===== config.mk =====
export PLATFORM = sky130hd
export DESIGN_NAME = perf_monitor_flat
export DESIGN_NICKNAME = d
export VERILOG_FILES = /design/src/rtl/perf_monitor_if.sv /design/src/rtl/perf_monitor.sv /design/src/flat_wrapper.sv
export SDC_FILE = /design/constraint.sdc
export NUM_CORES = 1
export LEC_CHECK = 0
export ABC_CLOCK_PERIOD_IN_PS = 11630
export BUFFER_PORTS_ARGS = -buffer_cell sky130_fd_sc_hd__buf_2
export CAP_MARGIN = 30
export CORE_ASPECT_RATIO = 1.2
export CORE_MARGIN = 2
export CORE_UTILIZATION = 55
export DETAILED_ROUTE_END_ITERATION = 12
export PLACE_DENSITY = 0.85
export RECOVER_POWER = 25
export SETUP_SLACK_MARGIN = 0.15
export SYNTH_ARGS = -nofsm -noshare
export SYNTH_HDL_FRONTEND = slang
export SYNTH_SLANG_ARGS = --single-unit

===== constraint.sdc =====
create_clock -name clk -period 11.63 [get_ports clk]
set_input_delay 0 -clock clk [delete_from_list [all_inputs] [get_ports clk]]
set_output_delay 0 -clock clk [all_outputs]
set_load 0.1 [all_outputs]

===== src/rtl/perf_monitor_if.sv =====
// Trace stream port of perf_monitor: one captured data-memory store per beat,
// valid/ready handshake. The monitor drives the master side, the consumer the slave side.
interface perf_monitor_if #(
  parameter int WIDTH    = 32,
  parameter int CNTBITS  = 32,
  parameter int ADDRBITS = 16
);
  logic                trace_valid;
  logic                trace_ready;
  logic [ADDRBITS-1:0] trace_addr;
  logic [WIDTH-1:0]    trace_data;
  logic [CNTBITS-1:0]  trace_cycle;
  logic [CNTBITS-1:0]  trace_stall;

  modport master (
    output trace_valid, trace_addr, trace_data, trace_cycle, trace_stall,
    input  trace_ready
  );

  modport slave (
    input  trace_valid, trace_addr, trace_data, trace_cycle, trace_stall,
    output trace_ready
  );
endinterface


===== src/rtl/perf_monitor.sv =====
// Performance and store-trace monitor for the pipelined MIPS core.
// Counts RUN cycles, fetch-stall cycles and NEVENTS generic events, and captures
// every data-memory write into a first-word-fall-through trace FIFO.
// Build option: define PERF_SATURATE_EN to make counters and stamps stick at
// all-ones instead of wrapping.
//
//   state | meaning
//   IDLE  | waiting for start, counters hold
//   RUN   | counting, stores captured into the trace FIFO
//   DONE  | halted, counters hold, FIFO still drains
module perf_monitor #(
  parameter int WIDTH       = 32,
  parameter int CNTBITS     = 32,
  parameter int NEVENTS     = 4,
  parameter int ADDRBITS    = 16,
  parameter int TRACE_DEPTH = 8
) (
  input  logic                          clk,
  input  logic                          rst,
  input  logic                          start,
  input  logic                          halt,
  input  logic                          clear,
  input  logic                          stall_f,
  input  logic [NEVENTS-1:0]            event_in,
  input  logic                          memwrite,
  input  logic [WIDTH-1:0]              aluout,
  input  logic [WIDTH-1:0]              writedata,
  output logic                          running,
  output logic [CNTBITS-1:0]            cycle_count,
  output logic [CNTBITS-1:0]            stall_count,
  output logic [NEVENTS*CNTBITS-1:0]    event_count,
  perf_monitor_if.master                trace,
  output logic [$clog2(TRACE_DEPTH):0]  trace_level,
  output logic                          trace_ovf
);

  localparam int PTRBITS = $clog2(TRACE_DEPTH);
  localparam int LVLBITS = PTRBITS + 1;

  typedef enum logic [1:0] {
    ST_IDLE = 2'd0,
    ST_RUN  = 2'd1,
    ST_DONE = 2'd2
  } state_t;

  state_t state_q, state_d;

  logic [CNTBITS-1:0]              cyc_q;
  logic [CNTBITS-1:0]              stl_q;
  logic [NEVENTS-1:0][CNTBITS-1:0] ev_q;

  logic [PTRBITS-1:0] wr_ptr, rd_ptr;
  logic [LVLBITS-1:0] level_q;
  logic               ovf_q;

  logic [ADDRBITS-1:0] mem_addr [TRACE_DEPTH];
  logic [WIDTH-1:0]    mem_data [TRACE_DEPTH];
  logic [CNTBITS-1:0]  mem_cyc  [TRACE_DEPTH];
  logic [CNTBITS-1:0]  mem_stl  [TRACE_DEPTH];

  logic fifo_valid, fifo_full, push_req, push, pop, drop;

  // Only the low ADDRBITS of the store address are traced; the rest is tapped but unused.
  logic unused_addr_hi;
  assign unused_addr_hi = ^aluout;

  function automatic logic [CNTBITS-1:0] bump(input logic [CNTBITS-1:0] v, input logic en);
`ifdef PERF_SATURATE_EN
    return (en && (v != '1)) ? v + CNTBITS'(1) : v;
`else
    return v + CNTBITS'(en);
`endif
  endfunction

  // State register.
  always_ff @(posedge clk or posedge rst) begin
    if (rst) state_q <= ST_IDLE;
    else     state_q <= state_d;
  end

  // Next state: clear wins from anywhere, start only from IDLE, halt only from RUN.
  always_comb begin
    state_d = state_q;
    if (clear) begin
      state_d = ST_IDLE;
    end else begin
      case (state_q)
        ST_IDLE: if (start) state_d = ST_RUN;
        ST_RUN:  if (halt)  state_d = ST_DONE;
        default: state_d = state_q;
      endcase
    end
  end

  assign running = (state_q == ST_RUN);

  // Counters advance on every RUN edge, including the one where halt is sampled.
  always_ff @(posedge clk or posedge rst) begin
    if (rst) begin
      cyc_q <= '0;
      stl_q <= '0;
      ev_q  <= '0;
    end else if (clear) begin
      cyc_q <= '0;
      stl_q <= '0;
      ev_q  <= '0;
    end else if (running) begin
      cyc_q <= bump(cyc_q, 1'b1);
      stl_q <= bump(stl_q, stall_f);
      for (int i = 0; i < NEVENTS; i++) ev_q[i] <= bump(ev_q[i], event_in[i]);
    end
  end

  assign cycle_count = cyc_q;
  assign stall_count = stl_q;
  assign event_count = ev_q;

  assign fifo_valid = (level_q != '0);
  assign fifo_full  = (level_q == LVLBITS'(TRACE_DEPTH));
  assign push_req   = memwrite & running & ~clear;
  assign pop        = fifo_valid & trace.trace_ready & ~clear;
  // A pop on the same edge frees the slot, so a full FIFO still accepts the store.
  assign push       = push_req & (~fifo_full | pop);
  assign drop       = push_req & fifo_full & ~pop;

  // FIFO pointers, occupancy and sticky overflow flag.
  always_ff @(posedge clk or posedge rst) begin
    if (rst) begin
      wr_ptr  <= '0;
      rd_ptr  <= '0;
      level_q <= '0;
      ovf_q   <= 1'b0;
    end else if (clear) begin
      wr_ptr  <= '0;
      rd_ptr  <= '0;
      level_q <= '0;
      ovf_q   <= 1'b0;
    end else begin
      if (push) wr_ptr <= wr_ptr + PTRBITS'(1);
      if (pop)  rd_ptr <= rd_ptr + PTRBITS'(1);
      case ({push, pop})
        2'b10:   level_q <= level_q + LVLBITS'(1);
        2'b01:   level_q <= level_q - LVLBITS'(1);
        default: level_q <= level_q;
      endcase
      if (drop) ovf_q <= 1'b1;
    end
  end

  // Trace storage; stamps are the counter values before this edge's increment.
  always_ff @(posedge clk) begin
    if (push) begin
      mem_addr[wr_ptr] <= aluout[ADDRBITS-1:0];
      mem_data[wr_ptr] <= writedata;
      mem_cyc[wr_ptr]  <= cyc_q;
      mem_stl[wr_ptr]  <= stl_q;
    end
  end

  // Payload is forced to zero when empty so reset and drained states read cleanly.
  assign trace.trace_valid = fifo_valid;
  assign trace.trace_addr  = fifo_valid ? mem_addr[rd_ptr] : '0;
  assign trace.trace_data  = fifo_valid ? mem_data[rd_ptr] : '0;
  assign trace.trace_cycle = fifo_valid ? mem_cyc[rd_ptr]  : '0;
  assign trace.trace_stall = fifo_valid ? mem_stl[rd_ptr]  : '0;
  assign trace_level       = level_q;
  assign trace_ovf         = ovf_q;

endmodule


===== src/flat_wrapper.sv =====
// flat-port wrapper written by rule: the top's interface ports become plain ports
module perf_monitor_flat 
#(
  parameter int WIDTH       = 32,
  parameter int CNTBITS     = 32,
  parameter int NEVENTS     = 4,
  parameter int ADDRBITS    = 16,
  parameter int TRACE_DEPTH = 8
)
  (clk, rst, start, halt, clear, stall_f, event_in, memwrite, aluout, writedata, running, cycle_count, stall_count, event_count, trace_level, trace_ovf, trace_trace_valid, trace_trace_addr, trace_trace_data, trace_trace_cycle, trace_trace_stall, trace_trace_ready);
  perf_monitor_if #(.WIDTH(WIDTH), .CNTBITS(CNTBITS), .ADDRBITS(ADDRBITS)) trace_i ();
  input  logic clk;
  input  logic rst;
  input  logic start;
  input  logic halt;
  input  logic clear;
  input  logic stall_f;
  input  logic [NEVENTS-1:0] event_in;
  input  logic memwrite;
  input  logic [WIDTH-1:0] aluout;
  input  logic [WIDTH-1:0] writedata;
  output logic running;
  output logic [CNTBITS-1:0] cycle_count;
  output logic [CNTBITS-1:0] stall_count;
  output logic [NEVENTS*CNTBITS-1:0] event_count;
  output logic [$clog2(TRACE_DEPTH):0] trace_level;
  output logic trace_ovf;
  output wire logic [$bits(trace_i.trace_valid)-1:0] trace_trace_valid;
  output wire logic [$bits(trace_i.trace_addr)-1:0] trace_trace_addr;
  output wire logic [$bits(trace_i.trace_data)-1:0] trace_trace_data;
  output wire logic [$bits(trace_i.trace_cycle)-1:0] trace_trace_cycle;
  output wire logic [$bits(trace_i.trace_stall)-1:0] trace_trace_stall;
  input wire logic [$bits(trace_i.trace_ready)-1:0] trace_trace_ready;
  assign trace_trace_valid = trace_i.trace_valid;
  assign trace_trace_addr = trace_i.trace_addr;
  assign trace_trace_data = trace_i.trace_data;
  assign trace_trace_cycle = trace_i.trace_cycle;
  assign trace_trace_stall = trace_i.trace_stall;
  assign trace_i.trace_ready = trace_trace_ready;
  perf_monitor #(.WIDTH(WIDTH), .CNTBITS(CNTBITS), .NEVENTS(NEVENTS), .ADDRBITS(ADDRBITS), .TRACE_DEPTH(TRACE_DEPTH)) u_core (.clk(clk), .rst(rst), .start(start), .halt(halt), .clear(clear), .stall_f(stall_f), .event_in(event_in), .memwrite(memwrite), .aluout(aluout), .writedata(writedata), .running(running), .cycle_count(cycle_count), .stall_count(stall_count), .event_count(event_count), .trace(trace_i), .trace_level(trace_level), .trace_ovf(trace_ovf));
endmodule

=== Word level (Yosys, flattened, before mapping) ===
Memory sizes are Yosys's and may differ from the RTL's.
Cells that the tools add are included.

* Memories kept: 4
* Logic and storage cells: 75
* Bits in writable memories: 896
* Output and inout bits: 311
* Input bits: 76
* Flip-flop bits (word level): 205

{| class="wikitable"
|+ Memory list
! name !! words !! bits a word !! rd ports !! clocked after Yosys merged registers in !! write ports !! RTL line !! text
|-
| u_core.mem_cyc || 8 || 32 || 1 || 0 || 1 || perf_monitor.sv:58 || <nowiki>logic [CNTBITS-1:0] mem_cyc [TRACE_DEPTH];</nowiki>
|-
| u_core.mem_data || 8 || 32 || 1 || 0 || 1 || perf_monitor.sv:57 || <nowiki>logic [WIDTH-1:0] mem_data [TRACE_DEPTH];</nowiki>
|-
| u_core.mem_stl || 8 || 32 || 1 || 0 || 1 || perf_monitor.sv:59 || <nowiki>logic [CNTBITS-1:0] mem_stl [TRACE_DEPTH];</nowiki>
|-
| u_core.mem_addr || 8 || 16 || 1 || 0 || 1 || perf_monitor.sv:56 || <nowiki>logic [ADDRBITS-1:0] mem_addr [TRACE_DEPTH];</nowiki>
|}

* Reductions and logical operators: 9
* Bitwise logic cells: 11
* Equality and inequality tests: 6
* Mux-type cells: 24
* Add/sub/neg operators: 10

{| class="wikitable"
|+ Operators by type and width
! operator !! count
|-
| 128-bit two-way mux || 2
|-
| 32-bit two-way mux || 7
|-
| 32-bit by 1-bit adder with 32-bit output || 5
|-
| 32-bit by 1-bit adder with 32-bit output (second input constant) || 1
|-
| 16-bit two-way mux || 1
|-
| 3-bit two-way mux || 4
|-
| 4-bit case mux with 2 select lines || 1
|-
| 2-bit nonzero test || 4
|-
| 1-bit AND || 7
|-
| 3-bit by 1-bit adder with 3-bit output (second input constant) || 2
|-
| 2-bit two-way mux || 3
|-
| 3-bit != test (second input constant) || 2
|-
| 3-bit nonzero test || 2
|-
| 4-bit by 1-bit adder with 4-bit output (second input constant) || 1
|-
| 2-bit by 1-bit == test with 1-bit output (second input constant) || 2
|-
| 4-bit == test (second input constant) || 1
|-
| 1-bit two-way mux || 4
|-
| 4-bit two-way mux || 1
|-
| 2-bit case mux with 2 select lines || 1
|-
| 4-bit nonzero test || 1
|-
| 4-bit by 1-bit subtractor with 4-bit output (second input constant) || 1
|-
| 1-bit NOT || 3
|-
| 3-bit AND reduction || 1
|-
| 2-bit == test (second input constant) || 1
|-
| 2 further kinds || 2
|}

=== Depth between registers and ports, before layout ===
* Word-level depth: 8
* Depth in mapped cells: 12
* Mapped depth without buffers: 11

=== Least setup slack after synthesis ===
OpenSTA, ideal clock, no wires.

* Path type: flip-flop to flip-flop
* Start: register u_core.level_q[1] (netlist: u_core.trace_level[1])
* End: memory u_core.mem_addr[0][0] (enable)
* Cell stages (with the launch flop): 6
* Period minus slack after synthesis: 10262 ps
* Buffers on the path: 1
* Data required time: 10910 ps
* Library setup time: 720 ps
* Slack: 1368 ps
* Data arrival time: 9542 ps
* Cell sequence: dfrtp_1 -> clkbuf_1 -> nor3_1 -> a311oi_1 -> nand2b_1 -> nor3_1

* Cells in the longest elaborated chain, start to end: 7
* Elaborated cells between the ends (all ways): 9
* Classes of those cells: 1 x eq/ne; 2 x mux; 5 x bitwise; 1 x reduce/logical

{| class="wikitable"
|+ RTL lines
! item !! RTL line !! text
|-
| from (decl) || perf_monitor.sv:53 || <nowiki>logic [LVLBITS-1:0] level_q;</nowiki>
|-
| from (signal assigned) || perf_monitor.sv:142 || <nowiki>2'b10: level_q <= level_q + LVLBITS'(1);</nowiki>
|-
| from (signal assigned) || perf_monitor.sv:143 || <nowiki>2'b01: level_q <= level_q - LVLBITS'(1);</nowiki>
|-
| from (signal assigned) || perf_monitor.sv:144 || <nowiki>default: level_q <= level_q;</nowiki>
|-
| 4-bit nonzero test || perf_monitor.sv:118 || <nowiki>assign fifo_valid = (level_q != '0);</nowiki>
|-
| 1-bit AND (2 in series) || perf_monitor.sv:121 || <nowiki>assign pop = fifo_valid & trace.trace_ready & ~clear;</nowiki>
|-
| 1-bit bitwise OR (*) || perf_monitor.sv:123 || <nowiki>assign push = push_req & (~fifo_full | pop);</nowiki>
|-
| 1-bit AND (*) || perf_monitor.sv:123 ||
|-
| 1-bit two-way mux (*) || perf_monitor.sv:152 || <nowiki>if (push) begin</nowiki>
|-
| 1-bit two-way mux (implied by the code) (*) || perf_monitor.sv:153 || <nowiki>mem_addr[wr_ptr] <= aluout[ADDRBITS-1:0];</nowiki>
|-
| to (decl) || perf_monitor.sv:56 ||
|}

Mark *: on every way between the ends. The rest lies on a longest branch, timed or not.

=== Worst setup path in the final report ===
* Start: register u_core.rd_ptr[0]
* End: output trace_trace_cycle[27]

* Cells in the longest elaborated chain, start to end: 2

{| class="wikitable"
|+ RTL lines
! item !! RTL line !! text
|-
| from (decl) || perf_monitor.sv:52 || <nowiki>logic [PTRBITS-1:0] wr_ptr, rd_ptr;</nowiki>
|-
| from (signal assigned) || perf_monitor.sv:140 || <nowiki>if (pop) rd_ptr <= rd_ptr + PTRBITS'(1);</nowiki>
|-
| memory read 8 x 32 bit || n/a ||
|-
| 32-bit two-way mux || perf_monitor.sv:164 || <nowiki>assign trace.trace_cycle = fifo_valid ? mem_cyc[rd_ptr] : '0;</nowiki>
|-
| to (decl) || flat_wrapper.sv:31 || <nowiki>output wire logic [$bits(trace_i.trace_cycle)-1:0] trace_trace_cycle;</nowiki>
|}

Every way passes these cells.

==> impl_results.md <==
- Number of clock sinks: between 1k and 1.5k
- Final setup violation count: 0
- Yosys reg bits: 1101
- Dpl hpwl: 56.2 mm
- Placement row count: 113
- Vias per cell: 6.08
- Commonest non-fill, non-tap cell in the layout: edfxtp_1
- Final Util: 0.649
- Drt total wl: 103 mm
- Post-Place Setup Slack: 7570 ps
- Fmax: approximately 0.23 GHz
- DR iter-0 viols: 2675
- CTS Buffer Depth: 3
- Synth area leaders: edfxtp_1, dfrtp_1, mux4_2, nor2_1, mux2i_1
- CTS tree: built
- Die Y: 314 um
- Critical Path RT: 11630 ps
- H-Tree Level Count: 3
- Cell area power density: around 210 mW/mm^2
- Routed wire length per instance: 25.2 um
- Worst skew pair latency: 670 ps
- Slowest cell delay on critical path: 880 ps
- Crit Path Category: flip-flop to primary output
- Dpl cell area: 0.0473 mm^2
- Crit path top cell by count: buf_4
- RSZ-0062 raised after global routing: false
- Syn Inst Count: 2515
- GRT overflow: 0
- Clk_skew: 28.4 ps
- Share of post-route cells with drive strength above 1: 0.253
- Hold Slack: between 150 and 200 ps
- Synth area leader: edfxtp_1
- Run status: complete, no violations
- Final period util: 0.368
- Slowest CP cell: dfrtp_4
- Worst slew pin tran: 1370 ps
- CP Max Fanout: 42
- Setup tns final: 0 ps
- Number of max-cap violations: 0
- Setup crit end kind: primary output
- Pins Over Slew Limit: 0
- Inserted Clock Buffers: 103
- Core area: between 0.07 and 0.08 mm^2
- Syn Area/Cell: 17.5 um^2
- DRT antenna net count: 0
- GP Congestion: 0.872
- Top delay family on crit path: buffers and inverters
- Largest net degree at the start of global routing: approximately 170
- Post-CTS sizing: 0
- Worst min path class: input port to flip-flop
- First-pass GRT wire length: 157 mm
- Worst Path Buf+Inv: 3
- Nets@finish: 3063
- Max-Slew Margin vs Limit: 0.0846
- CP Cell Sequence: buf_4, buf_4, mux4_2, mux2i_1, nor2_1, buf_2
- Startpoint Class: flip-flop
- P&R area growth vs syn: 16.7%
- Number of global-route vias before repair: 26.0k
- Yosys warns: 0
- Drt pass-1 iters: 7
- Post-synthesis cell area: roughly 0.044 mm^2
- Antenna violations before repair: 1
- Setup ws final: roughly 7300 ps
- Die Area: between 0.08 and 0.09 mm^2
- Residual DRC: 0
- Routed via count: roughly 25k
- WP data arrival: 4280 ps
- Total Routing Usage GR: 0.251
- Post-route cell area: 0.0515 mm^2
- Fin. Hold Viols: 0
- Initial core utilization: 0.556
- PortBufs: 370
- Clk root buf: clkbuf_16
- Peak supply drop: 0.000159 V
- Most frequent cells in the layout: edfxtp_1, buf_2, nor2_1
- Sequential element share of the synthesized area: 0.726
- Clk pin slew, worst setup/hold paths: 60 ps
- Syn nets: 2606
- Distinct cells, synth: 46
- Tmin final: 4280 ps
- Die Span X: 263 um
- Io pins: 387
- Share of the synthesized area in the top cell type: 0.610
- Leak pwr: ~18 nW
## report_power, final
part / internal [mW] / switching [mW] / total [mW] / leakage (nW)
clock network: 2.01 / 1.46 / 3.47 / 1.71
logic: 0.758 / 2.50 / 3.26 / 5.31
registers: 4.26 / 0.0729 / 4.33 / 11.0
## kinds of logic after synthesis
kind of cell               count (synthesis)  share of synthesized area
AOI/OAI and AO/OA                         52                    0.00641
xor gates and xnor gates                 174                     0.0345
adders and majority gates                 15                    0.00425
buffers and inverters                    134                     0.0119
DFF                                     1101                      0.726
muxes                                    339                      0.141
and+or+nand+nor                          700                     0.0761
## synthesized netlist by cell type, drive strengths merged
cell type and instances:
xnor2 51, dfrtp 205, a31o 1, a211oi 1
nor3 23, a2111oi 1, a21oi 30, inv 17
nand4b 3, nand3 64, mux2i 112, a311oi 1
a221o 1, nor3b 1, o31ai 1, or4 3
and2 9, or3 13, nand2b 5, buf 41
nand2 84, nand3b 7, xor2 123, or2 6
nor4b 5, nor2 326, mux4 224, nor4 19
a31oi 1, and3b 1, nand4 78, edfxtp 896
and4b 1, nor2b 3, and4 20, and3 29
ha 15, o21ai 15, mux2 3, clkbuf 76
## layer usage
| layer | up-vias | share of wire | GRT usage |
|---|---|---|---|
| met2 | 1106 | 0.52 | 0.432 |
| met5 | - | 0 | 0 |
| met3 | 190 | 0.076 | 0.0571 |
| met1 | 12900 | 0.38 | 0.322 |
| li1 | 10700 | - | - |
| met4 | 0 | 0.024 | 0.0713 |
## worst paths after layout
kind                                         from                      to  slack (ps)  cells past startpoint
worst max-delay path             u_core.rd_ptr[0]   trace_trace_cycle[27]        7350                      6
worst min-delay path                         halt       u_core.state_q[1]         170                      4
worst max register to register  u_core.state_q[0]  u_core.mem_data[5][11]        7620                      5
worst min register to register   u_core.trace_ovf        u_core.trace_ovf         510                      2
max in group asynchronous                     rst  u_core.event_count[81]        9740                      7
min in group asynchronous                     rst  u_core.event_count[14]         340                      4
## flip-flops by register name, summed over array words and instances, names as in the netlist
signal	flops
u_core.trace_level	4
u_core.mem_addr	128
u_core.stall_count	32
u_core.trace_ovf	1
u_core.state_q	2
u_core.rd_ptr	3
u_core.mem_stl	256
u_core.mem_data	256
u_core.cycle_count	32
u_core.wr_ptr	3
u_core.event_count	128
u_core.mem_cyc	256
## worst reg2reg max path: stages, from the launching register on
cell      delay [ps]
dfrtp_1          760
nand3b_1         290
a311oi_1         520
nand2_1          340
nor2_4           840
buf_4            830
## per-stage QoR
stage | power, mW | instances
CTS | 11.1 | 4091
floorplan | 7.07 | 2515
finish | 11.1 | 4098
global placement | 7.62 | 3831
detailed placement | 7.66 | 3834
global route | 11.4 | 4097
## cell type report
class                           instances  area [um^2]
Antenna cell                            1         2.50
Clock buffer                          134         2850
Clock inverter                         61          693
Fill cell                            5205        27800
Inverter                               17         71.3
Multi-Input combinational cell       1280        11600
Sequential cell                      1101        32000
Tap cell                             1035         1290
Timing Repair Buffer                  469         2890
## what timing repair did
action                                 in CTS  in global routing
setup buffers                               0                  0
hold buffers                               62                  1
setup endpoints to repair                   0                  0
endpoints found under the hold margin     609                  1
Power figures use the tool's default switching activity.
